### src/rtl/logic32_serial_unit.sv
// Serial 32-bit bitwise logic unit: AND/OR/NOR/INV computed SLICE_W bits
// per cycle, LSB slice first, with a one-cycle DONE pulse.
module logic32_serial_unit #(
  parameter int SLICE_W = 4,
  parameter int NSLICE  = 32 / SLICE_W
) (
  input  logic        CLK,
  input  logic        RST,
  input  logic        START,
  input  logic [1:0]  OPRN,
  input  logic [31:0] OP1,
  input  logic [31:0] OP2,
  output logic [31:0] R,
  output logic        BUSY,
  output logic        DONE
);

  localparam int CW = (NSLICE > 1) ? $clog2(NSLICE) : 1;
  localparam logic [31:0] LOW_MASK =
    32'((64'd1 << SLICE_W) - 64'd1);
  localparam logic [CW-1:0] LAST = CW'(NSLICE - 1);

  generate
    if (SLICE_W != 1 && SLICE_W != 2 && SLICE_W != 4 &&
        SLICE_W != 8 && SLICE_W != 16 && SLICE_W != 32) begin : g_bad_w
      $error("SLICE_W must be 1, 2, 4, 8, 16 or 32");
    end
    if (NSLICE != 32 / SLICE_W) begin : g_bad_n
      $error("NSLICE is derived from SLICE_W");
    end
  endgenerate

  typedef enum logic [1:0] {
    IDLE = 2'd0,
    RUN  = 2'd1,
    FIN  = 2'd2
  } state_t;

  state_t        state_q, state_d;
  logic [CW-1:0] cnt_q, cnt_d;
  logic [31:0]   a_q, a_d;
  logic [31:0]   b_q, b_d;
  logic [1:0]    opr_q, opr_d;
  logic [31:0]   r_q, r_d;

  logic [31:0]   full;
  logic [31:0]   mask;

  always_comb begin
    full = '0;
    unique case (opr_q)
      2'b00: full = a_q & b_q;
      2'b01: full = a_q | b_q;
      2'b10: full = ~(a_q | b_q);
      2'b11: full = ~a_q;
      default: full = '0;
    endcase
  end

  assign mask = LOW_MASK << (32'(cnt_q) * SLICE_W);

  always_comb begin
    state_d = state_q;
    cnt_d   = cnt_q;
    a_d     = a_q;
    b_d     = b_q;
    opr_d   = opr_q;
    r_d     = r_q;
    unique case (state_q)
      IDLE, FIN: begin
        if (START) begin
          a_d     = OP1;
          b_d     = OP2;
          opr_d   = OPRN;
          r_d     = '0;
          cnt_d   = '0;
          state_d = RUN;
        end else begin
          state_d = IDLE;
        end
      end
      RUN: begin
        // Unwritten bits stay 0, so OR-ing in the masked slice suffices.
        r_d   = r_q | (full & mask);
        cnt_d = cnt_q + 1'b1;
        if (cnt_q == LAST) begin
          cnt_d   = '0;
          state_d = FIN;
        end
      end
      default: state_d = IDLE;
    endcase
  end

  always_ff @(posedge CLK) begin
    if (!RST) begin
      state_q <= IDLE;
      cnt_q   <= '0;
      a_q     <= '0;
      b_q     <= '0;
      opr_q   <= '0;
      r_q     <= '0;
    end else begin
      state_q <= state_d;
      cnt_q   <= cnt_d;
      a_q     <= a_d;
      b_q     <= b_d;
      opr_q   <= opr_d;
      r_q     <= r_d;
    end
  end

  assign R    = r_q;
  assign BUSY = (state_q == RUN);
  assign DONE = (state_q == FIN);

endmodule

### config.mk
export PLATFORM = sky130hd
export DESIGN_NAME = logic32_serial_unit
export DESIGN_NICKNAME = d
export VERILOG_FILES = /design/src/rtl/logic32_serial_unit.sv
export SDC_FILE = /design/constraint.sdc
export NUM_CORES = 1
export LEC_CHECK = 0
export BUFFER_PORTS_ARGS = -buffer_cell sky130_fd_sc_hd__buf_4
export CAP_MARGIN = 20
export CORE_MARGIN = 10
export CORE_UTILIZATION = 47
export DETAILED_ROUTE_END_ITERATION = 10
export GPL_TIMING_DRIVEN = 0
export PLACE_DENSITY = 0.73
export RECOVER_POWER = 100
export SYNTH_ARGS = -nofsm -noshare
export SYNTH_HDL_FRONTEND = slang
export SYNTH_SLANG_ARGS = --single-unit
### constraint.sdc
create_clock -name CLK -period 2 [get_ports CLK]
set_input_delay 0 -clock CLK [delete_from_list [all_inputs] [get_ports CLK]]
set_output_delay 0 -clock CLK [all_outputs]
set_load 0.005 [all_outputs]
==> impl_metrics.json <==
{
  "power.switching_mw": 1.162,
  "pwr-share-clk": 0.315,
  "start_kind": "flop",
  "post_drt_wl_per_cell_um": 16.02,
  "die_w_um": 119.6,
  "grt_pass1_wl_um": 23400,
  "gp_congestion": 0.8484,
  "clock_latency_ns": 0.37,
  "yosysSeqAreaShare": 0.4421,
  "power.total_mw": 4.236,
  "synthFlopType": "dfxtp_1",
  "tightest_slew_ns": 0.6268,
  "setup_viol": 0,
  "clk_pin_slew_worst_paths_ns": 0.10,
  "drt-vias-per-instance": 5.262,
  "htreeDepth": 3,
  "cts-root-buf": "clkbuf_8",
  "layout-drive-gt1-share": 0.1726,
  "reg2reg_depth": 7,
  "internal_power_mw": 3.074,
  "top_usage_layer": "met2",
  "final_cell_area_um2": 6397,
  "ioPinCount": 103,
  "drtAntennaViolNets": 0,
  "synthCells": 569,
  "hold_viol": 0,
  "skew_ns": 0.01490,
  "route.detailed.drc": 0,
  "ys_warn_count": 0,
  "core_um2": 9729,
  "synth.avg_cell_area_um2": 8.198,
  "nets": 823,
  "synth.ff_latch_count": 103,
  "comb_power_share": 0.162,
  "post-route-min-period_ns": 1.825,
  "start_util": 0.4794,
  "grt_setup_unrepaired": "false",
  "crit_top_cell": "buf_6",
  "dr.first_iter.drc_count": 324,
  "clockBufferDepth": 2,
  "synthArstFlopShare": 0,
  "leakagePower_nw": 2.511,
  "cp-end-kind": "flop",
  "crit_chain": "buf_6, nand2b_1, buf_6, clkbuf_1, buf_2, nand2_1, a21boi_0",
  "p_per_area_nw_per_um2": 662.1,
  "synth_edf_count": 0,
  "dr_total_vias": 4662,
  "crit_path_top_delay_cell": "clkbuf_1",
  "dp_hpwl_um": 10000,
  "diodes": 0,
  "grt_max_degree": 18,
  "swShare": 0.2743,
  "synth_area_um2": 4664,
  "ys_types": 37,
  "area_growth_syn_to_layout_pct": 37.15,
  "crit_cells": 7,
  "finalCritPeriodShare": 0.9127,
  "hold_depth": 4,
  "grt_pass1_vias": 4847,
  "fill_cells": 826,
  "relSlewSlack": 0.5821,
  "final.setup.tns_ns": 0,
  "clock_sinks": 103,
  "synthesis.nets": 644,
  "overflow": 0,
  "vdd_drop_max_mv": 0.3506,
  "grt.total_usage": 0.1961,
  "antenna_found_initial": 0,
  "met1_usage": 0.2381,
  "postCtsSetupRepairBufs": 0,
  "hold_path.class": "in2reg",
  "cts_buffers": 9,
  "die_y_um": 119.6,
  "gr-usage-met3": 0.03610,
  "cts_tree": "done",
  "dpl_cell_area_um2": 5597,
  "max_stage_delay_ns": 0.41,
  "fmax_mhz": 547.8,
  "drt-pass1-iter-count": 6,
  "status": "finished clean",
  "ctsResizeCount": 0,
  "seqPwrFrac": 0.523,
  "rows": 36,
  "finalMaxSlewViolations": 0,
  "gr-usage-met2": 0.3408,
  "die_area_um2": 14310,
  "worstPathMaxFanout": 10,
  "io_buffer_count": 102,
  "worstSetupPathType": "reg2reg",
  "crit_family": "buffers and inverters",
  "cap_violations": 0,
  "worst_ep_arrival_time_ns": 2.11,
  "ctsHoldBuffers": 66,
  "cp_num_buf_inv": 4,
  "wirelength_um": 14190,
  "cp_data_required_time_ns": 2.29
}
==> metrics by stage <==
step,utilization,std cells,hold slack (ns),worst slack (ns)
floorplan,-,569,0.1348,0.6340
global placement,0.5752,804,0.2590,0.3399
detailed placement,0.5752,804,0.2689,0.2638
CTS,0.6633,886,0.1402,0.2241
global route,0.6575,886,0.1503,0.03717
finish,0.6575,886,0.1539,0.1746
==> power by group through the flow <==
stage                     clock network, mW  logic, mW  registers (mW)
after floorplan                           0      0.358            2.24
after CTS                              1.34      0.695            2.21
after global routing                   1.43      0.762            2.23
after detailed placement                  0      0.591            2.26
after global placement                    0      0.569            2.25
final                                  1.33      0.687            2.21
==> cells in the mapped netlist (all sizes together) (8+ instances only) <==
library cell	count	area (um^2)
a21oi	9	45.04
o21ai	23	115.1
buf	29	180.2
a21boi	67	503.0
inv	29	108.9
o211ai	22	165.2
clkbuf	13	48.80
nor2	31	116.4
dfxtp	103	2062
a32o	22	220.2
nand2	158	593.1
a22o	8	70.07
==> final timing paths <==
path | start | endpoint | slack [ns]
max reg2reg | state_q[0] | b_q[30] | 0.17
max | state_q[0] | b_q[30] | 0.17
min | RST | R[0] | 0.15
min reg2reg | R[20] | R[20] | 0.48
==> per-layer routing <==
metal  share of wire  wire length (um)  vias to the layer above
li1                -                 -                     2298
met1            0.43              6097                     2180
met2            0.50              7068                      155
met3           0.051               729                       29
met4           0.021               296                        0
met5               0                 0                        -
==> area by class of cell <==
cell class                 instances  area (um^2)  share of cell area
multi-input combinational        395         2257              0.3528
clock buffer                      10        127.6             0.01995
tap                              133        166.4             0.02601
timing repair buffer             168         1389              0.2171
inverter                          29        108.9             0.01702
buffer                            42        217.7             0.03403
clock inverter                     6        68.82             0.01076
sequential                       103         2062              0.3223
==> sequential cells by signal, indices dropped and copies added, names as in the netlist <==
name and count:
a_q 32, R 32, b_q 32, state_q 2, cnt_q 3, opr_q 2
==> worst reg2reg max path: cells and delay by family, from the launching register on <==
family | cells | cell delay, ns
buffers and inverters | 4 | 0.98
DFF | 1 | 0.34
AOI/OAI and AO/OA | 1 | 0.21
and+or+nand+nor | 2 | 0.21
==> cells by family after synthesis <==
kind of cell	synth area share
fa+ha+maj	0.02039
buf+inv	0.07242
flops	0.4421
simple gates	0.1937
mux	0.002146
compound gates	0.2693
==> cell usage in the layout, fill, tap and decap left out, drive strengths merged <==
cell | synthesis | layout
bufinv | 0 | 1
nor3 | 6 | 6
and3 | 2 | 2
a221o | 2 | 2
and2 | 2 | 2
nor2b | 3 | 3
ha | 6 | 6
clkinv | 0 | 2
nor2 | 31 | 31
nand2b | 6 | 6
o211ai | 22 | 22
o21ai | 23 | 23
inv | 29 | 31
nand4b | 1 | 1
maj3 | 2 | 2
o31ai | 3 | 3
o221ai | 3 | 3
a211oi | 2 | 2
and4 | 2 | 2
dlygate4sd3 | 0 | 66
nand3 | 4 | 4
o32ai | 1 | 1
o21a | 2 | 2
nand2 | 158 | 158
a21oi | 9 | 9
dfxtp | 103 | 103
clkinvlp | 0 | 1
or3b | 3 | 3
buf | 29 | 86
mux2i | 1 | 1
a22o | 8 | 8
a21boi | 67 | 67
a32o | 22 | 22
clkbuf | 13 | 68
o21bai | 4 | 4
Note: power is estimated with default switching activity, not from simulation.
